$ cat src/rtl/mc_controller_pkg.sv
// Shared encodings for the multicycle controller: opcodes, FSM states,
// ALUOp classes and ALU operation codes.
package mc_controller_pkg;

   localparam logic [6:0] OP_LW  = 7'b0000011;
   localparam logic [6:0] OP_SW  = 7'b0100011;
   localparam logic [6:0] OP_R   = 7'b0110011;
   localparam logic [6:0] OP_I   = 7'b0010011;
   localparam logic [6:0] OP_BEQ = 7'b1100011;
   localparam logic [6:0] OP_JAL = 7'b1101111;

   typedef logic [3:0] state_t;

   localparam state_t S_FETCH    = 4'd0;
   localparam state_t S_DECODE   = 4'd1;
   localparam state_t S_MEMADR   = 4'd2;
   localparam state_t S_MEMREAD  = 4'd3;
   localparam state_t S_MEMWB    = 4'd4;
   localparam state_t S_MEMWRITE = 4'd5;
   localparam state_t S_EXECR    = 4'd6;
   localparam state_t S_EXECI    = 4'd7;
   localparam state_t S_ALUWB    = 4'd8;
   localparam state_t S_BEQ      = 4'd9;
   localparam state_t S_JAL      = 4'd10;

   localparam logic [1:0] ALUOP_ADD  = 2'b00;
   localparam logic [1:0] ALUOP_SUB  = 2'b01;
   localparam logic [1:0] ALUOP_FUNC = 2'b10;

   localparam logic [2:0] ALUC_ADD = 3'b000;
   localparam logic [2:0] ALUC_SUB = 3'b001;
   localparam logic [2:0] ALUC_AND = 3'b010;
   localparam logic [2:0] ALUC_OR  = 3'b011;
   localparam logic [2:0] ALUC_SLT = 3'b101;

   function automatic logic [1:0] imm_src_of(input logic [6:0] op);
      case (op)
         OP_SW:   return 2'b01;
         OP_BEQ:  return 2'b10;
         OP_JAL:  return 2'b11;
         default: return 2'b00;
      endcase
   endfunction

endpackage

$ cat src/rtl/mc_controller_aludec.sv
// ALU decoder: maps the ALUOp class plus instruction fields to an ALU operation.
module aludec
   import mc_controller_pkg::*;
(
   input  logic       opb5,
   input  logic [2:0] funct3,
   input  logic       funct7b5,
   input  logic [1:0] alu_op,
   output logic [2:0] alu_control
);

   logic r_sub;

   // Only R-type (op[5]=1) with funct7b5 subtracts; addi ignores bit 30.
   assign r_sub = opb5 & funct7b5;

   always_comb begin
      alu_control = ALUC_ADD;
      case (alu_op)
         ALUOP_ADD: alu_control = ALUC_ADD;
         ALUOP_SUB: alu_control = ALUC_SUB;
         default: begin
            case (funct3)
               3'b000:  alu_control = r_sub ? ALUC_SUB : ALUC_ADD;
               3'b010:  alu_control = ALUC_SLT;
               3'b110:  alu_control = ALUC_OR;
               3'b111:  alu_control = ALUC_AND;
               default: alu_control = ALUC_ADD;
            endcase
         end
      endcase
   end

endmodule

$ cat src/rtl/mc_controller.sv
// Multicycle RISC-V controller: Moore FSM sequencing fetch, decode, memory,
// execute and writeback, plus the input-dependent ImmSrc/ALUControl/PCWrite.
//
// state    | meaning
// FETCH    | read instruction at PC, PC+4 on MemReady
// DECODE   | compute branch/jump target into ALUOut
// MEMADR   | compute load/store address
// MEMREAD  | load access, wait for MemReady
// MEMWB    | write loaded data to register file
// MEMWRITE | store access, wait for MemReady
// EXECR    | R-type ALU operation
// EXECI    | I-type ALU operation
// ALUWB    | write ALUOut to register file
// BEQ      | compare rs1/rs2, take branch on Zero
// JAL      | PC <- target, ALU computes return address
module mc_controller
   import mc_controller_pkg::*;
(
   input  logic       clk,
   input  logic       reset,
   input  logic [6:0] op,
   input  logic [2:0] funct3,
   input  logic       funct7b5,
   input  logic       Zero,
   input  logic       MemReady,
   output logic       MemReq,
   output logic       AdrSrc,
   output logic       IRWrite,
   output logic       PCWrite,
   output logic       RegWrite,
   output logic       MemWrite,
   output logic [1:0] ALUSrcA,
   output logic [1:0] ALUSrcB,
   output logic [1:0] ResultSrc,
   output logic [1:0] ImmSrc,
   output logic [2:0] ALUControl
);

   state_t     state;
   state_t     state_next;
   logic [1:0] alu_op;
   logic       mem_req;
   logic       ir_write;
   logic       pc_update;
   logic       reg_write;
   logic       mem_write;
   logic       branch;

   always_ff @(posedge clk) begin
      if (reset) state <= S_FETCH;
      else       state <= state_next;
   end

   always_comb begin
      state_next = state;
      case (state)
         S_FETCH:    if (MemReady) state_next = S_DECODE;
         S_DECODE: begin
            case (op)
               OP_LW, OP_SW: state_next = S_MEMADR;
               OP_R:         state_next = S_EXECR;
               OP_I:         state_next = S_EXECI;
               OP_BEQ:       state_next = S_BEQ;
               OP_JAL:       state_next = S_JAL;
               default:      state_next = S_FETCH;
            endcase
         end
         S_MEMADR:   state_next = (op == OP_SW) ? S_MEMWRITE : S_MEMREAD;
         S_MEMREAD:  if (MemReady) state_next = S_MEMWB;
         S_MEMWRITE: if (MemReady) state_next = S_FETCH;
         S_MEMWB:    state_next = S_FETCH;
         S_BEQ:      state_next = S_FETCH;
         S_EXECR:    state_next = S_ALUWB;
         S_EXECI:    state_next = S_ALUWB;
         S_JAL:      state_next = S_ALUWB;
         S_ALUWB:    state_next = S_FETCH;
         default:    state_next = S_FETCH;
      endcase
   end

   always_comb begin
      mem_req   = 1'b0;
      AdrSrc    = 1'b0;
      ir_write  = 1'b0;
      pc_update = 1'b0;
      reg_write = 1'b0;
      mem_write = 1'b0;
      branch    = 1'b0;
      ALUSrcA   = 2'b00;
      ALUSrcB   = 2'b00;
      ResultSrc = 2'b00;
      alu_op    = ALUOP_ADD;
      case (state)
         S_FETCH: begin
            mem_req   = 1'b1;
            ALUSrcB   = 2'b10;
            ResultSrc = 2'b10;
            ir_write  = MemReady;
            pc_update = MemReady;
         end
         S_DECODE: begin
            ALUSrcA = 2'b01;
            ALUSrcB = 2'b01;
         end
         S_MEMADR: begin
            ALUSrcA = 2'b10;
            ALUSrcB = 2'b01;
         end
         S_MEMREAD: begin
            mem_req = 1'b1;
            AdrSrc  = 1'b1;
         end
         S_MEMWB: begin
            ResultSrc = 2'b01;
            reg_write = 1'b1;
         end
         S_MEMWRITE: begin
            mem_req   = 1'b1;
            AdrSrc    = 1'b1;
            mem_write = 1'b1;
         end
         S_EXECR: begin
            ALUSrcA = 2'b10;
            alu_op  = ALUOP_FUNC;
         end
         S_EXECI: begin
            ALUSrcA = 2'b10;
            ALUSrcB = 2'b01;
            alu_op  = ALUOP_FUNC;
         end
         S_ALUWB:  reg_write = 1'b1;
         S_BEQ: begin
            ALUSrcA = 2'b10;
            alu_op  = ALUOP_SUB;
            branch  = 1'b1;
         end
         S_JAL: begin
            ALUSrcA   = 2'b01;
            ALUSrcB   = 2'b10;
            pc_update = 1'b1;
         end
         default: ;
      endcase
   end

   // Side-effecting strobes are held off for the whole reset cycle.
   assign MemReq   = mem_req & ~reset;
   assign IRWrite  = ir_write & ~reset;
   assign RegWrite = reg_write & ~reset;
   assign MemWrite = mem_write & ~reset;
   assign PCWrite  = ((branch & Zero) | pc_update) & ~reset;

   assign ImmSrc = imm_src_of(op);

   aludec u_aludec (
      .opb5        (op[5]),
      .funct3      (funct3),
      .funct7b5    (funct7b5),
      .alu_op      (alu_op),
      .alu_control (ALUControl)
   );

endmodule

$ cat config.mk
export PLATFORM = sky130hd
export DESIGN_NAME = mc_controller
export DESIGN_NICKNAME = d
export VERILOG_FILES = /design/src/rtl/mc_controller_pkg.sv /design/src/rtl/mc_controller_aludec.sv /design/src/rtl/mc_controller.sv
export SDC_FILE = /design/constraint.sdc
export NUM_CORES = 1
export LEC_CHECK = 0
export CAP_MARGIN = 10
export CORE_AREA = 3 3 51 53
export DETAILED_ROUTE_END_ITERATION = 10
export DIE_AREA = 0 0 54 56
export SLEW_MARGIN = 20
export SYNTH_ARGS = -nofsm -noshare
export SYNTH_HDL_FRONTEND = slang
export SYNTH_HIERARCHICAL = 1
export SYNTH_SLANG_ARGS = --single-unit
$ cat constraint.sdc
create_clock -name clk -period 5.3 [get_ports clk]
set_clock_uncertainty 0.2 [all_clocks]
set_input_delay 1.59 -clock clk [delete_from_list [all_inputs] [get_ports clk]]
set_output_delay 1.59 -clock clk [all_outputs]
set_load 0.1 [all_outputs]
==> results of run 1 <==
==> through the flow <==
step	power (uW)	instance area, sq um
3_5_place_dp	113	1020
5_1_grt	155	1040
4_1_cts	150	1040
3_3_place_gp	113	1020
2_1_floorplan	84.5	652
6_report	148	1040
==> cells by family (layout without fill, tap and decap cells) <==
family | count (synthesis) | in the layout | share of synthesized area, %
buf+inv | 12 | 38 | 8.35
flops | 4 | 4 | 12.7
simple gates | 47 | 47 | 43.7
compound gates | 26 | 26 | 29.2
xor+xnor | 3 | 3 | 4.18
mux | 1 | 1 | 1.79
==> path summary, 6_finish.rpt <==
check	slack, ps	start	to
worst min register to register	560	state[1]	state[0]
worst max-delay path	600	reset	MemWrite
worst max register to register	3430	state[0]	state[0]
worst min-delay path	560	state[1]	state[0]
==> synthesized netlist by cell type, drive strengths merged, types with 2 or more instances <==
library cell / number
a21oi: 9
nor3: 8
nor2: 7
buf: 6
nor3b: 5
and3: 4
dfxtp: 4
inv: 4
nand2: 4
nand2b: 4
nor2b: 4
a211o: 2
a211oi: 2
clkbuf: 2
nand3: 2
o211ai: 2
xnor2: 2
==> cell type report <==
cell class	count	area, sq um	area share (%)
Inverter	4	15.0	1.44
Tap cell	28	35.0	3.35
Multi-Input combinational cell	77	519	49.7
Timing Repair Buffer	31	373	35.7
Sequential cell	4	80.1	7.66
Clock buffer	3	22.5	2.16
==> metal layers <==
layer | up-vias | share of wire, % | global-route usage, %
met5 | - | 0 | 0
met1 | 344 | 45 | 16.8
met2 | 36 | 46 | 20.9
met4 | 0 | 0.76 | 3.91
met3 | 2 | 8.2 | 2.41
li1 | 394 | - | -
==> worst max-delay path, delay by kind of cell <==
family | cells | cell delay [ps]
and+or+nand+nor | 2 | 570
buffers and inverters | 2 | 750
==> power by group <==
part / switching (uW) / internal (uW) / leakage (uW)
clock: 10.1 / 25.2 / 0.0000138
sequential: 3.07 / 31.0 / 0.0000325
combinational: 50.1 / 28.6 / 0.000351
==> run_summary.xml, run 1 <==
<?xml version="1.0" encoding="UTF-8"?>
<metrics>
  <group name="logic_synthesis">
    <metric name="synth-edff-count" unit="">0</metric>
    <metric name="synth.largest_area_cell" unit="">sky130_fd_sc_hd__dfxtp_1</metric>
    <metric name="ys_types" unit="">41</metric>
    <metric name="number_of_instances_in_the_synthesized_netlist" unit="">93</metric>
    <metric name="synth-main-ff-cell" unit="">sky130_fd_sc_hd__dfxtp_1</metric>
    <metric name="post_synth.cell_area_avg" unit="sq um">6.77</metric>
    <metric name="seq_area_frac_synth" unit="%">12.7</metric>
    <metric name="synth_top_area_share" unit="%">12.7</metric>
    <metric name="combined_area_of_all_synthesized_cells" unit="sq um">629</metric>
    <metric name="ys_top_cells_by_area" unit="">sky130_fd_sc_hd__dfxtp_1 13%, sky130_fd_sc_hd__a21oi_1 7.2%, sky130_fd_sc_hd__nor3_1 6.4%</metric>
    <metric name="ys_async_sr_fraction" unit="%">0</metric>
    <metric name="ys_warn_count" unit="">6</metric>
    <metric name="synthesized_nets" unit="">108</metric>
    <metric name="postSynthRegisterBits" unit="">4</metric>
  </group>
  <group name="routing">
    <metric name="dr_total_vias" unit="">776</metric>
    <metric name="detail-route-antenna-nets" unit="">0</metric>
    <metric name="detailedRoute.firstPassIterationCount" unit="">4</metric>
    <metric name="drt-total-wl" unit="um">1850</metric>
    <metric name="wire_per_inst" unit="um">12.6</metric>
    <metric name="drc" unit="">0</metric>
    <metric name="vias_per_cell" unit="">5.28</metric>
    <metric name="dr.first_iter.drc_count" unit="">14</metric>
  </group>
  <group name="placed_design">
    <metric name="place_inst" unit="">144</metric>
    <metric name="place_ws" unit="ps">614</metric>
    <metric name="gp_routability_congestion" unit="">0.852</metric>
    <metric name="dpl_wire_length" unit="um">1450</metric>
    <metric name="buffer_ports.inserted" unit="">31</metric>
  </group>
  <group name="clocking">
    <metric name="clkSinkCount" unit="">4</metric>
    <metric name="htree_levels" unit="">1</metric>
    <metric name="clock_tree.root_cell" unit="">sky130_fd_sc_hd__clkbuf_4</metric>
    <metric name="cts_buffer_depth" unit="">2</metric>
    <metric name="post_cts_hold_buffer_count" unit="">0</metric>
    <metric name="postCtsSetupBuffers" unit="">0</metric>
    <metric name="tritoncts" unit="">yes</metric>
    <metric name="worst_setup_hold_path_clk_slew" unit="ps">40</metric>
    <metric name="postCtsResizedCells" unit="">0</metric>
    <metric name="worst_skew_pair.late_latency" unit="ps">230</metric>
    <metric name="cts-buffers-inserted" unit="">3</metric>
  </group>
  <group name="floorplanning">
    <metric name="die_ht" unit="um">56</metric>
    <metric name="coreArea" unit="sq um">2190</metric>
    <metric name="rows" unit="">17</metric>
    <metric name="floorplan.initialDensity" unit="%">28.7</metric>
    <metric name="die_area" unit="sq um">3020</metric>
    <metric name="num_io_pins" unit="">32</metric>
    <metric name="die_w" unit="um">54</metric>
  </group>
  <group name="worst_setup_path">
    <metric name="worst_r2r_path_depth" unit="">4</metric>
    <metric name="critPathKind" unit="">in2out</metric>
    <metric name="worstPathMaxFanout" unit="">8</metric>
    <metric name="worstSetupEndpointType" unit="">primary output</metric>
    <metric name="critPathArrivalTime" unit="ps">2910</metric>
    <metric name="launching_element_type_of_the_critical_path" unit="">primary input</metric>
    <metric name="critical_path_required" unit="ps">3510</metric>
    <metric name="critical_path.max_stage_delay" unit="ps">560</metric>
    <metric name="crit_slowest_cell" unit="">sky130_fd_sc_hd__clkdlybuf4s50_1</metric>
    <metric name="crit_path_cell_trace" unit="">clkdlybuf4s50_1 -&gt; nor3_1 -&gt; and3_1 -&gt; buf_12</metric>
  </group>
  <group name="min_path">
    <metric name="whs_path_depth" unit="">2</metric>
    <metric name="worst_hold_path_type" unit="">reg2reg</metric>
  </group>
  <group name="grt">
    <metric name="grt_pass1_vias" unit="">731</metric>
    <metric name="grt_max_degree" unit="">22</metric>
    <metric name="wire_length_of_the_first_global_routing_pass" unit="um">3130</metric>
    <metric name="antenna_violations_before_repair" unit="">0</metric>
    <metric name="globalRouteTotalUtil" unit="%">12.9</metric>
    <metric name="grt_remaining_overflow" unit="">0</metric>
  </group>
  <group name="pwr">
    <metric name="power.ir.vdd_worst" unit="uV">108</metric>
    <metric name="pwr_density_cell" unit="nW/um^2">142</metric>
    <metric name="power.static_leakage" unit="uW">0.000398</metric>
  </group>
  <group name="final_layout">
    <metric name="number_of_fillers_in_the_final_layout" unit="">231</metric>
    <metric name="final-instance-count-excl-fill" unit="">147</metric>
    <metric name="final_nets" unit="">136</metric>
    <metric name="antenna_cells" unit="">0</metric>
    <metric name="fin_util" unit="%">47.7</metric>
    <metric name="areaGrowthSynthToFinish" unit="%">66.0</metric>
    <metric name="fraction_of_final_layout_cells_with_drive_strength_greater_than_1" unit="%">22.7</metric>
    <metric name="largest_register_by_flop_count" unit="">state</metric>
    <metric name="layout_common_cells" unit="">16 x sky130_fd_sc_hd__clkdlybuf4s50_1, 9 x sky130_fd_sc_hd__a21oi_1, 8 x sky130_fd_sc_hd__buf_12</metric>
    <metric name="final_common_cell" unit="">sky130_fd_sc_hd__clkdlybuf4s50_1</metric>
    <metric name="largest_register_ff_count" unit="">4</metric>
    <metric name="top_regs" unit="">state (4)</metric>
  </group>
  <group name="sta">
    <metric name="max_freq" unit="MHz">213</metric>
    <metric name="setup-tns-final" unit="ps">0</metric>
    <metric name="slew_violations" unit="">0</metric>
    <metric name="hold_slack" unit="ps">561</metric>
    <metric name="setup_slack" unit="ps">602</metric>
    <metric name="grt_setup_unrepaired" unit="">false</metric>
    <metric name="period_minus_slack" unit="ps">4700</metric>
    <metric name="setup_violations" unit="">0</metric>
    <metric name="final-hold-violation-count" unit="">0</metric>
    <metric name="worst_slew_margin_rel" unit="%">35.4</metric>
    <metric name="timing.final.crit_share" unit="%">88.6</metric>
    <metric name="max_slew.worst_pin.slew" unit="ps">966</metric>
  </group>
  <group name="run_status">
    <metric name="status" unit="">complete, no violations</metric>
  </group>
  <group name="run">
    <metric name="cap_violations" unit="">0</metric>
  </group>
</metrics>
Note: power is estimated with default switching activity, not from simulation.
==> inputs of run 2 (changes only) <==
--- a/config.mk
+++ b/config.mk
@@ -9,6 +9,7 @@
 export CORE_AREA = 3 3 51 53
 export DETAILED_ROUTE_END_ITERATION = 10
 export DIE_AREA = 0 0 54 56
+export GPL_ROUTABILITY_DRIVEN = 0
 export SLEW_MARGIN = 20
 export SYNTH_ARGS = -nofsm -noshare
 export SYNTH_HDL_FRONTEND = slang
==> results of run 2 <==
The final DEF is identical to that of run 1; final timing and power are the same.
